<file path="src/rtl/ex_mem_pkg.sv">
// Shared definitions for the EX/MEM pipeline stage: control-bit positions,
// default widths and the layout of a buffered entry.
package ex_mem_pkg;

   localparam int DEF_DATA_W = 64;
   localparam int DEF_REG_W  = 5;

   // Bit positions inside the 6-bit ctl bundle from decode
   localparam int CTL_MEM_READ   = 0;
   localparam int CTL_MEM_WRITE  = 1;
   localparam int CTL_REG_WRITE  = 2;
   localparam int CTL_MEM_TO_REG = 3;
   localparam int CTL_BR_CBZ     = 4;
   localparam int CTL_BR_UNCOND  = 5;

   // Only the low four ctl bits travel on to the memory stage
   localparam int MEM_CTL_W = 4;

   typedef struct packed {
      logic [DEF_DATA_W-1:0] addr;
      logic [DEF_DATA_W-1:0] wdata;
      logic [DEF_REG_W-1:0]  rd;
      logic [MEM_CTL_W-1:0]  mem_ctl;
   } entry_t;

   // An entry with no memory access and no writeback has nothing for the
   // memory stage to do; it only matters for its branch outcome.
   function automatic logic is_pure_branch(input logic [5:0] ctl);
      return ~(ctl[CTL_MEM_READ] | ctl[CTL_MEM_WRITE] | ctl[CTL_REG_WRITE]);
   endfunction

endpackage

</file>
<file path="src/rtl/ex_mem_skid_buf.sv">
// Generic in-order 2-entry valid/ready buffer (head + skid). in_ready is
// derived from registered state only, so there is no combinational path
// from out_ready back to in_ready.
module ex_mem_skid_buf #(
   parameter int W = 8
) (
   input  logic         clk,
   input  logic         rst_n,
   input  logic         clr,
   input  logic         in_valid,
   output logic         in_ready,
   input  logic [W-1:0] in_data,
   output logic         out_valid,
   input  logic         out_ready,
   output logic [W-1:0] out_data
);

   logic [1:0]   count_reg, count_next;
   logic [W-1:0] head_reg, head_next;
   logic [W-1:0] skid_reg, skid_next;
   logic         live_reg;
   logic         push, pop;

   // live_reg holds in_ready low during reset and releases it on the first edge after
   assign in_ready  = live_reg & (count_reg != 2'd2);
   assign out_valid = (count_reg != 2'd0);
   assign out_data  = head_reg;
   assign push      = in_valid & in_ready;
   assign pop       = out_valid & out_ready;

   // Next-state for occupancy and the two data registers; clr wins over everything
   always_comb begin
      count_next = count_reg;
      head_next  = head_reg;
      skid_next  = skid_reg;
      if (clr) begin
         count_next = 2'd0;
      end else begin
         case ({push, pop})
            2'b10: begin
               if (count_reg == 2'd0) begin
                  head_next  = in_data;
                  count_next = 2'd1;
               end else begin
                  skid_next  = in_data;
                  count_next = 2'd2;
               end
            end
            2'b01: begin
               if (count_reg == 2'd2) begin
                  head_next  = skid_reg;
                  count_next = 2'd1;
               end else begin
                  count_next = 2'd0;
               end
            end
            2'b11: begin
               // push implies count < 2 and pop implies count > 0, so count == 1
               head_next  = in_data;
               count_next = 2'd1;
            end
            default: begin
               count_next = count_reg;
            end
         endcase
      end
   end

   // State registers
   always_ff @(posedge clk or negedge rst_n) begin
      if (!rst_n) begin
         count_reg <= 2'd0;
         head_reg  <= '0;
         skid_reg  <= '0;
         live_reg  <= 1'b0;
      end else begin
         count_reg <= count_next;
         head_reg  <= head_next;
         skid_reg  <= skid_next;
         live_reg  <= 1'b1;
      end
   end

endmodule

</file>
<file path="src/rtl/ex_mem_stage.sv">
// EX/MEM stage: buffers ALU results for the memory stage, resolves CBZ/B
// branches on accept and drops pure-branch entries instead of queueing them.
module ex_mem_stage
   import ex_mem_pkg::*;
#(
   parameter int DATA_W = DEF_DATA_W,
   parameter int REG_W  = DEF_REG_W
) (
   input  logic              clk,
   input  logic              rst_n,
   input  logic              flush,
   input  logic              ex_valid,
   output logic              ex_ready,
   input  logic [DATA_W-1:0] alu_out,
   input  logic              alu_zero,
   input  logic [DATA_W-1:0] store_data,
   input  logic [DATA_W-1:0] br_target,
   input  logic [REG_W-1:0]  rd,
   input  logic [5:0]        ctl,
   output logic              mem_valid,
   input  logic              mem_ready,
   output logic [DATA_W-1:0] mem_addr,
   output logic [DATA_W-1:0] mem_wdata,
   output logic [REG_W-1:0]  mem_rd,
   output logic [3:0]        mem_ctl,
   output logic              br_taken,
   output logic [DATA_W-1:0] br_pc
);

   localparam int ENTRY_W = 2 * DATA_W + REG_W + MEM_CTL_W;

   logic               accept;
   logic               taken;
   logic               pure_branch;
   logic               buf_in_valid;
   logic [ENTRY_W-1:0] in_entry;
   logic [ENTRY_W-1:0] head_entry;
   logic               br_taken_reg;
   logic [DATA_W-1:0]  br_pc_reg;

   assign accept      = ex_valid & ex_ready;
   assign taken       = ctl[CTL_BR_UNCOND] | (ctl[CTL_BR_CBZ] & alu_zero);
   assign pure_branch = is_pure_branch(ctl);
   // A flushed accept must not reach the buffer; clr also empties it
   assign buf_in_valid = ex_valid & ~pure_branch & ~flush;
   assign in_entry     = {alu_out, store_data, rd, ctl[MEM_CTL_W-1:0]};

   ex_mem_skid_buf #(
      .W (ENTRY_W)
   ) u_buf (
      .clk       (clk),
      .rst_n     (rst_n),
      .clr       (flush),
      .in_valid  (buf_in_valid),
      .in_ready  (ex_ready),
      .in_data   (in_entry),
      .out_valid (mem_valid),
      .out_ready (mem_ready),
      .out_data  (head_entry)
   );

   assign {mem_addr, mem_wdata, mem_rd, mem_ctl} = head_entry;

   // One-cycle redirect pulse for a taken branch accepted without a flush
   always_ff @(posedge clk or negedge rst_n) begin
      if (!rst_n) begin
         br_taken_reg <= 1'b0;
         br_pc_reg    <= '0;
      end else begin
         br_taken_reg <= accept & taken & ~flush;
         br_pc_reg    <= (accept & taken & ~flush) ? br_target : '0;
      end
   end

   assign br_taken = br_taken_reg;
   assign br_pc    = br_pc_reg;

endmodule

</file>
<file path="config.mk">
export PLATFORM = sky130hd
export DESIGN_NAME = ex_mem_stage
export DESIGN_NICKNAME = d
export VERILOG_FILES = /design/src/rtl/ex_mem_pkg.sv /design/src/rtl/ex_mem_skid_buf.sv /design/src/rtl/ex_mem_stage.sv
export SDC_FILE = /design/constraint.sdc
export NUM_CORES = 1
export LEC_CHECK = 0
export BUFFER_PORTS_ARGS = -buffer_cell sky130_fd_sc_hd__buf_2
export CAP_MARGIN = 40
export CORE_MARGIN = 2
export CORE_UTILIZATION = 30
export CTS_BUF_LIST = sky130_fd_sc_hd__clkbuf_2 sky130_fd_sc_hd__clkbuf_4 sky130_fd_sc_hd__clkbuf_8
export CTS_CLUSTER_SIZE = 40
export DETAILED_ROUTE_END_ITERATION = 16
export HOLD_SLACK_MARGIN = 0.1
export PLACE_DENSITY_LB_ADDON = 0.2
export SYNTH_ARGS = -nofsm -noshare
export SYNTH_HDL_FRONTEND = slang
export SYNTH_SLANG_ARGS = --single-unit
</file>
<file path="constraint.sdc">
create_clock -name clk -period 2 [get_ports clk]
set_input_delay 0.4 -clock clk [delete_from_list [all_inputs] [get_ports clk]]
set_output_delay 0.4 -clock clk [all_outputs]
set_load 0.02 [all_outputs]
</file>
==> impl_metrics.yaml <==
power_and_ir_drop:
  clockPowerShare: 0.277
  p_int_w: 0.0178
  ir_drop_mv: 0.616
  power_density_mw_per_mm2: 1170
  p_switching_w: 0.00825
  power_w: 0.0261
  seqPwrFrac: 0.398
  pwr-share-comb: 0.325
  swShare: 0.316
  p_leak_nw: 11.1
clock_tree:
  cts_buffers: 67
  htree_num_levels: 3
  clock_latency_ps: 630
  cts.path.max_buffers: 3
  clk_pin_slew_ps: 60
  clockRootBuffer: "clkbuf_8"
  tritoncts: "built"
  cts.sinks: 342
layout:
  fin_nets: 1829
  layoutNonFillerInstCount: 2340
  drive_gt1_frac: 0.606
  syn_to_final_growth_pct: 48.1
status:
  violations: "negative setup slack"
  status: "finished, violations left"
critical_path:
  start_kind: "flip-flop"
  path_cells: "buf_4 -> or2_4 -> nand2_2 -> buf_6 -> ha_4 -> and3b_4 -> buf_12 -> clkbuf_16 -> mux2_4"
  arrival_ps: 2730
  critPathSlowestCell: "dfrtp_1"
  cp-end-kind: "flip-flop"
  cpPeakStageDelay_ps: 400
  crit_required_ps: 2500
  crit_type: "flip-flop to flip-flop"
  crit_fanout: 9
die:
  die_y_microns: 228
  dieArea_sq_mm: 0.0521
  initial_utilization: 0.303
  placementRows: 82
  core_area_sq_mm: 0.0499
  io_pins: 413
  die_x_microns: 228
logic_synthesis:
  synth_top_family_by_area: "multiplexers"
  synth_top_cells_by_count: "dfrtp_1 (342), mux2_4 (230), mux2_2 (151)"
  ys_ff_latch: 342
  yosys_warnings: 0
  synth_fp_nets: 1113
  yosysTopAreaCell: "dfrtp_1"
  synthCells: 900
  synthMuxAreaShare: 0.364
  synthAdderAreaFrac: 0.00332
  synth-simple-area-share: 0.0331
  synth_xor_area_frac: 0
  synth.area.top_cells: "dfrtp_1 (57%), mux2_4 (23%), mux2_2 (11%)"
  syn_area_per_cell_sq_um: 16.8
  synth.most_common_cell: "dfrtp_1"
  synth_edf_count: 0
  synthFlopType: "dfrtp_1"
  synth_top_area_share: 0.567
  yosysUniqueCellTypes: 25
  async_reset_ff_frac: 1.00
  synthesis.area_sq_mm: 0.0151
  synth_seq_area_share: 0.567
  synth-compound-area-share: 0.00257
global_routing:
  antenna_found_initial: 4
  grt-ovfl-total: 0
  grt_pass1_vias: 11300
  grt_usage: 0.158
  grt_pass1_wl_microns: 64800
  grt_max_degree: 68
detailed_routing:
  drt_pass1_iterations: 4
  detail-route-antenna-nets: 0
  drc_errors: 0
  first_iter_violations: 290
  wire_per_inst_microns: 17.6
  via_count: 9921
  post_drt_via_cell_ratio: 4.24
  routed_wl_microns: 41200
timing:
  skew_ps: 23.8
  slew_viol_final: 0
  finalSetupViolations: 276
  grt_setup_unrepaired: "true"
  finalHoldViolCount: 0
  timing.fmax_mhz: 447
  layout_min_cycle_time_ps: 2240
  period_share: 1.12
  fin_ws_ps: -236
place:
  port_buffers: 412
  place_inst: 2003
  place.gp.congestion: 0.776
  dp_hpwl_microns: 27100
  place_ws_ps: -370
job:
  maxCapViolCount: 0
hold_path:
  hp-class: "input port to flip-flop"
==> routing by layer <==
layer / GRT usage / routed length (microns) / share of wire / vias up
met5: 0 / 13 / 0.00032 / -
met4: 0.0533 / 992 / 0.024 / 2
met3: 0.0545 / 2730 / 0.066 / 74
met2: 0.256 / 19600 / 0.48 / 302
met1: 0.197 / 17900 / 0.43 / 4937
li1: - / - / - / 4606
==> cells by family (layout without fill, tap and decap cells) <==
logic type | Yosys count | count (layout)
multiplexers | 411 | 411
flip-flops | 342 | 342
AND/OR/NAND/NOR | 81 | 81
buffers and inverters | 54 | 818
AO/OA/AOI/OAI | 7 | 7
adder cells (fa/ha/maj) | 4 | 4
other | 1 | 5
==> worst max-delay path: cells and delay by family (launching register included) <==
| family | cells | cell delay, ps |
|---|---|---|
| fa+ha+maj | 1 | 130 |
| mux | 1 | 300 |
| flops | 1 | 400 |
| buf+inv | 4 | 640 |
| simple gates | 3 | 620 |
==> area by class of cell <==
class                      count  area [sq um]
antenna                        4          10.0
inverter                       2          10.0
tap                          672           841
sequential                   342          8560
fill                        4582         27500
clock buffer                 105          1290
timing repair buffer         699          5390
clock inverter                12          80.1
multi-input combinational    504          6160
==> cells in the final DEF (no fill, tap or decap), types with 7 or more instances in the layout <==
cell type and instances:
dfrtp_1 342, buf_2 410, buf_12 35, clkbuf_4 24
buf_4 31, buf_6 7, mux2_2 150, mux2_4 233
and2_1 65, dlygate4sd3_1 204, clkbuf_8 81, mux2_1 28
==> final timing paths <==
path	startpoint	to	slack, ps	cells after the start
min reg2reg	u_buf.out_data[112]$_DFFE_PN0P_	u_buf.out_data[112]$_DFFE_PN0P_	480	1
max reg2reg	u_buf.count_reg[1]$_DFFE_PN0P_	u_buf.skid_reg[92]$_DFFE_PN0P_	-240	9
max	u_buf.count_reg[1]$_DFFE_PN0P_	u_buf.skid_reg[92]$_DFFE_PN0P_	-240	9
min	ctl[2]	u_buf.out_data[2]$_DFFE_PN0P_	200	3
min in group asynchronous	rst_n	u_buf.skid_reg[117]$_DFFE_PN0P_	310	2
max in group asynchronous	rst_n	br_pc[56]$_DFF_PN0_	970	3
==> metrics by stage <==
stage                     instance area, sq um  hold slack, ps   util  setup TNS, ps
after global placement                   18600             374  0.373         -73300
final                                    22300             200  0.448         -49870
after floorplan                          15200             104      -          -3020
after global routing                     22300             128  0.448         -77230
after CTS                                22100             121  0.444         -48950
after detailed placement                 18600             385  0.373         -79080
==> repair_timing <==
item	in CTS	in global routing
cloned	1	5
hold endpoints to repair	580	0
resized for setup	17	12
hold buffers	204	0
setup endpoints to repair	273	277
setup buffers	3	3
==> power groups by stage <==
stage,logic (W),clock network (W),registers [W]
2_1_floorplan,0.00364,0,0.0120
3_3_place_gp,0.00804,0,0.0104
3_5_place_dp,0.00814,0,0.0104
4_1_cts,0.00855,0.00754,0.0104
5_1_grt,0.00900,0.00783,0.0107
6_report,0.00847,0.00722,0.0104
No activity file was read; power rests on OpenSTA's default activity.
